[config.mk]
export PLATFORM = sky130hd
export DESIGN_NAME = ppu_tile_scheduler
export DESIGN_NICKNAME = d
export VERILOG_FILES = /design/src/rtl/ppu_tile_scheduler.sv
export SDC_FILE = /design/constraint.sdc
export NUM_CORES = 1
export LEC_CHECK = 0
export CAP_MARGIN = 20
export CORE_AREA = 2 2 442 444
export DETAILED_ROUTE_END_ITERATION = 8
export DIE_AREA = 0 0 444 446
export PLACE_DENSITY_LB_ADDON = 0.08
export SLEW_MARGIN = 20
export SYNTH_ARGS = -nofsm -noshare
export SYNTH_HDL_FRONTEND = slang
export SYNTH_SLANG_ARGS = --single-unit
[constraint.sdc]
create_clock -name clk -period 1.9 [get_ports clk]
set_input_delay 0.38 -clock clk [delete_from_list [all_inputs] [get_ports clk]]
set_output_delay 0.38 -clock clk [all_outputs]
set_load 0.01 [all_outputs]
[src/rtl/ppu_tile_scheduler.sv]
// Round-robin scheduler sharing one post-processing unit among several tile banks.
// Grants a requester, streams its partial-sum beats to the PPU, and returns the tagged result.
module ppu_tile_scheduler #(
    parameter int unsigned NUM_REQ = 4,
    parameter int unsigned BEATS   = 16,
    parameter int unsigned PSUM_W  = 384,
    parameter int unsigned OUT_W   = 128,
    parameter int unsigned TIMEOUT = 255,
    localparam int unsigned ID_W   = (NUM_REQ > 1) ? $clog2(NUM_REQ) : 1
) (
    input  logic                   clk,
    input  logic                   rst_n,
    input  logic [NUM_REQ-1:0]     req,
    input  logic [NUM_REQ*8-1:0]   req_scale,
    input  logic [NUM_REQ*8-1:0]   req_bias,
    output logic [NUM_REQ-1:0]     grant,
    input  logic [PSUM_W-1:0]      src_psum,
    input  logic                   src_valid,
    output logic                   src_ready,
    output logic [PSUM_W-1:0]      ppu_partial_sum,
    output logic [7:0]             ppu_scale,
    output logic [7:0]             ppu_bias,
    output logic                   ppu_valid,
    input  logic                   ppu_done,
    input  logic [OUT_W-1:0]       ppu_data,
    output logic                   rsp_valid,
    input  logic                   rsp_ready,
    output logic [ID_W-1:0]        rsp_id,
    output logic [OUT_W-1:0]       rsp_data,
    output logic                   rsp_err,
    output logic                   busy
);

    localparam int unsigned BCNT_W = $clog2(BEATS + 1);
    localparam int unsigned WCNT_W = 8;

    typedef enum logic [2:0] {
        S_IDLE      = 3'd0,
        S_CONFIG    = 3'd1,
        S_STREAM    = 3'd2,
        S_WAIT_DONE = 3'd3,
        S_RESPOND   = 3'd4
    } state_t;

    state_t              state;
    logic [ID_W-1:0]     rr_ptr;
    logic [BCNT_W-1:0]   beat_cnt;
    logic [WCNT_W-1:0]   wait_cnt;

    logic [ID_W-1:0]     pick_id;
    logic                pick_found;
    int unsigned         idx;

    // First active request at or after the round-robin pointer, wrapping.
    always_comb begin
        pick_id    = '0;
        pick_found = 1'b0;
        idx        = 0;
        for (int unsigned k = 0; k < NUM_REQ; k++) begin
            idx = 32'(rr_ptr) + k;
            if (idx >= NUM_REQ) idx = idx - NUM_REQ;
            if (!pick_found && req[ID_W'(idx)]) begin
                pick_found = 1'b1;
                pick_id    = ID_W'(idx);
            end
        end
    end

    always_ff @(posedge clk or negedge rst_n) begin
        if (!rst_n) begin
            state           <= S_IDLE;
            rr_ptr          <= '0;
            beat_cnt        <= '0;
            wait_cnt        <= '0;
            grant           <= '0;
            src_ready       <= 1'b0;
            ppu_partial_sum <= '0;
            ppu_scale       <= '0;
            ppu_bias        <= '0;
            ppu_valid       <= 1'b0;
            rsp_valid       <= 1'b0;
            rsp_id          <= '0;
            rsp_data        <= '0;
            rsp_err         <= 1'b0;
            busy            <= 1'b0;
        end else begin
            ppu_valid <= 1'b0;
            case (state)
                S_IDLE: begin
                    if (pick_found) begin
                        grant     <= NUM_REQ'(1) << pick_id;
                        rsp_id    <= pick_id;
                        ppu_scale <= req_scale[32'(pick_id)*8 +: 8];
                        ppu_bias  <= req_bias[32'(pick_id)*8 +: 8];
                        busy      <= 1'b1;
                        state     <= S_CONFIG;
                    end
                end
                S_CONFIG: begin
                    src_ready <= 1'b1;
                    beat_cnt  <= '0;
                    state     <= S_STREAM;
                end
                S_STREAM: begin
                    if (src_valid && src_ready) begin
                        ppu_partial_sum <= src_psum;
                        ppu_valid       <= 1'b1;
                        if (beat_cnt == BCNT_W'(BEATS - 1)) begin
                            src_ready <= 1'b0;
                            beat_cnt  <= '0;
                            wait_cnt  <= '0;
                            state     <= S_WAIT_DONE;
                        end else begin
                            beat_cnt <= beat_cnt + BCNT_W'(1);
                        end
                    end
                end
                // A done pulse on the final timeout cycle still delivers real data.
                S_WAIT_DONE: begin
                    if (ppu_done) begin
                        rsp_data  <= ppu_data;
                        rsp_err   <= 1'b0;
                        rsp_valid <= 1'b1;
                        state     <= S_RESPOND;
                    end else if (wait_cnt == WCNT_W'(TIMEOUT)) begin
                        rsp_data  <= '0;
                        rsp_err   <= 1'b1;
                        rsp_valid <= 1'b1;
                        state     <= S_RESPOND;
                    end else begin
                        wait_cnt <= wait_cnt + WCNT_W'(1);
                    end
                end
                S_RESPOND: begin
                    if (rsp_ready) begin
                        rsp_valid <= 1'b0;
                        grant     <= '0;
                        busy      <= 1'b0;
                        rr_ptr    <= (rsp_id == ID_W'(NUM_REQ - 1)) ? '0 : rsp_id + ID_W'(1);
                        state     <= S_IDLE;
                    end
                end
                default: state <= S_IDLE;
            endcase
        end
    end

endmodule

==> flow_metrics.tcl <==
set metrics [dict create \
    multiInputGateArea_um2 6790 \
    clock-sinks 557 \
    die_x_um 444 \
    die-area_um2 198000 \
    clk_latency_ps 700 \
    ir_drop_mv 0.595 \
    gp_congestion 0.778 \
    worstSetupStartpointType "flip-flop" \
    start_util_pct 11.0 \
    arrival_ps 2420 \
    period_minus_slack_ps 1870 \
    synth-edff-count 0 \
    status "complete, no violations" \
    p_leak_nw 16.8 \
    p_int_mw 41.2 \
    grt_pass1_vias 18800 \
    finalClockSkew_ps 28.8 \
    dp_cells 5061 \
    hold_violations 0 \
    io-pin-count 1124 \
    clk_pin_slew_ps 50 \
    p_sw_share_pct 34.9 \
    routedWlPerCell_um 21.9 \
    setup_viol 0 \
    core_area_um2 194000 \
    p_comb_share_pct 41.9 \
    cts_tree "yes" \
    fp-row-count 162 \
    p_switching_mw 22.1 \
    final_area_um2 39200 \
    final_layout_size_suffix_gt1_share_pct 25.2 \
    first_pass_iters 4 \
    synth_flop_cell "dfrtp_1" \
    worstSetupPathType "reg -> reg" \
    worst_pin_slew_ps 419 \
    gr-usage-all-layers_pct 11.2 \
    synthesis.nets 1945 \
    via_count 16900 \
    seq_area_frac_synth_pct 65.6 \
    fin_crit_sh_pct 98.5 \
    layout.nets 3210 \
    grt_start_max_net_pins 70 \
    ys_warn_count 0 \
    ys_types 51 \
    drt_wl_total_um 115000 \
    power_frac_seq_pct 33.0 \
    fill_cells 20800 \
    detail-route-antenna-nets 0 \
    endpoint_kind "flip-flop" \
    die_y_um 446 \
    cp_max_fo 7 \
    grt_pass1_wl_um 157000 \
    numPortBuffers 1123 \
    clockBufferDepth 3 \
    max_slew_margin_pct 72.0 \
    register_area_um2 13900 \
    rsz0062_at_grt "true" \
    finalPower_mw 63.3 \
    power_density_nw_per_um2 1620 \
    syn_area_per_cell_um2 15.6 \
    drv_cap 0 \
    root_buffer "clkbuf_16" \
    antenna_found_initial 30 \
    syn-instance-count 1357 \
    cp.required_ps 2450 \
    ys_ff_latch 557 \
    cts_max_level 3 \
    viasPerCell 3.22 \
    layout.cells.non_filler 5245 \
    netlist_area_um2 21200 \
    synthArstFlopShare_pct 100 \
    min-delay-path-class "in -> async" \
    place_hpwl_um 91200 \
    cts_buffers 83 \
    dpl_cell_area_um2 36500 \
    max_freq_ghz 0.535 \
    gr-total-overflow 0 \
    drv_slew 0 \
    drtIter0Drc 535 \
    power_frac_clock_pct 25.1 \
    drc 0 \
    area_delta_synth_final_pct 84.4 \
]
power by group through the flow:
stage	combinational (mW)	clock, mW	sequential (mW)
floorplan	8.97	0	23.4
global placement	30.8	0	21.3
detailed placement	30.8	0	21.3
CTS	27.3	16.7	21.0
global route	28.3	17.2	21.8
finish	26.5	15.9	20.9
what timing repair did:
| item | in CTS | in global routing |
|---|---|---|
| pin swaps | 8 | 9 |
| hold buffers | 1 | 0 |
| hold endpoints to repair | 258 | 0 |
| resized for setup | 628 | 12 |
| buffers inserted | 6 | 6 |
| gates cloned | 4 | 2 |
| setup endpoints to repair | 590 | 203 |
kinds of logic after synthesis:
group	synth area share (%)
xor+xnor	0.247
buf+inv	2.56
simple gates	2.33
compound gates	7.73
fa+ha+maj	0.177
flops	65.6
mux	21.3
per-layer routing:
metal	track usage, %	routed length, um	part of all wire, %	vias up
li1	-	-	-	7530
met1	11.3	40400	35	8610
met2	21.4	63000	55	618
met5	0	73	0.064	-
met4	2.59	2190	1.9	12
met3	4.39	9010	7.9	126
final timing paths:
check	start	to	slack, ps	cells after the start
worst max-delay path	wait_cnt[1]	rsp_data[46]	30	9
worst min-delay path	rst_n	ppu_partial_sum[168]	140	2
worst max register to register	wait_cnt[1]	rsp_data[46]	30	9
worst min register to register	ppu_partial_sum[350]	ppu_partial_sum[350]	480	1
max in group asynchronous	rst_n	ppu_partial_sum[151]	820	4
min in group clk	req_scale[24]	ppu_scale[0]	270	3
stage by stage:
stage | hold WS [ps] | setup slack (ps) | setup TNS [ps] | util, %
global placement | 304 | -407 | -146860 | 18.9
floorplan | 84.4 | 97.9 | 0 | -
global route | 90.2 | -45.9 | -1170 | 20.2
CTS | 73.0 | -47.1 | -1420 | 20.1
finish | 144 | 29.1 | 0 | 20.2
detailed placement | 304 | -417 | -143290 | 18.9
registers in the layout, summed over array words and instances, names as in the netlist:
register and cells:
rsp_id 2, ppu_valid 1, ppu_scale 8, rsp_err 1
beat_cnt 5, ppu_partial_sum 384, grant 4, rsp_valid 1
busy 1, rr_ptr 2, state 3, rsp_data 128
src_ready 1, wait_cnt 8, ppu_bias 8
area by class of cell:
class / count / share of cell area (%)
Clock buffer: 132 / 6.62
Clock inverter: 20 / 0.610
Antenna cell: 14 / 0.0895
Multi-Input combinational cell: 709 / 17.3
Inverter: 8 / 0.0767
Tap cell: 2542 / 8.12
Timing Repair Buffer: 1263 / 31.6
Sequential cell: 557 / 35.6
Yosys cell counts, types with 2 or more instances:
library cell | n | area share, %
mux2_1 | 34 | 1.8
o22ai_1 | 3 | 0.088
o31ai_1 | 2 | 0.071
a31oi_1 | 17 | 0.50
o21ai_1 | 2 | 0.047
xor2_1 | 4 | 0.16
dfrtp_1 | 557 | 66
nor2_1 | 22 | 0.39
nor2b_1 | 2 | 0.059
buf_6 | 4 | 0.21
mux2i_1 | 19 | 0.90
nand3b_1 | 2 | 0.071
buf_4 | 32 | 1.1
a22o_1 | 132 | 5.4
o21ai_0 | 4 | 0.094
nand2_1 | 43 | 0.76
inv_2 | 2 | 0.035
and3_1 | 2 | 0.059
nand2b_1 | 4 | 0.12
nor4_2 | 2 | 0.12
nand3_1 | 7 | 0.16
and2_1 | 3 | 0.088
xnor2_1 | 2 | 0.083
buf_2 | 41 | 0.97
a21o_1 | 2 | 0.071
ha_1 | 3 | 0.18
a21boi_1 | 2 | 0.071
inv_1 | 6 | 0.11
clkbuf_1 | 6 | 0.11
nor3_1 | 3 | 0.071
mux2_2 | 351 | 19
a21oi_1 | 6 | 0.14
o2bb2ai_1 | 18 | 0.74
critical path, cell delays in order, from the launching register on:
cell	delay, ps
dfrtp_1	350
ha_2	190
and3_4	200
and2_4	160
o21ai_4	60
buf_12	140
buf_16	150
buf_12	150
clkbuf_16	160
a22o_1	180
cell usage in the layout, fill, tap and decap left out, types with 14 or more instances in the layout:
master	count
o2bb2ai_1	18
clkdlybuf4s15_1	25
clkdlybuf4s50_1	583
mux2_1	34
nand2_1	43
nor2_1	21
dfrtp_1	553
diode_2	14
mux2i_1	19
clkbuf_8	33
buf_12	38
dlygate4sd2_1	483
clkbuf_16	85
mux2_2	351
clkdlybuf4s15_2	15
a31oi_1	17
clkbuf_1	16
buf_4	92
a22o_1	132
Note: power is estimated with default switching activity, not from simulation.
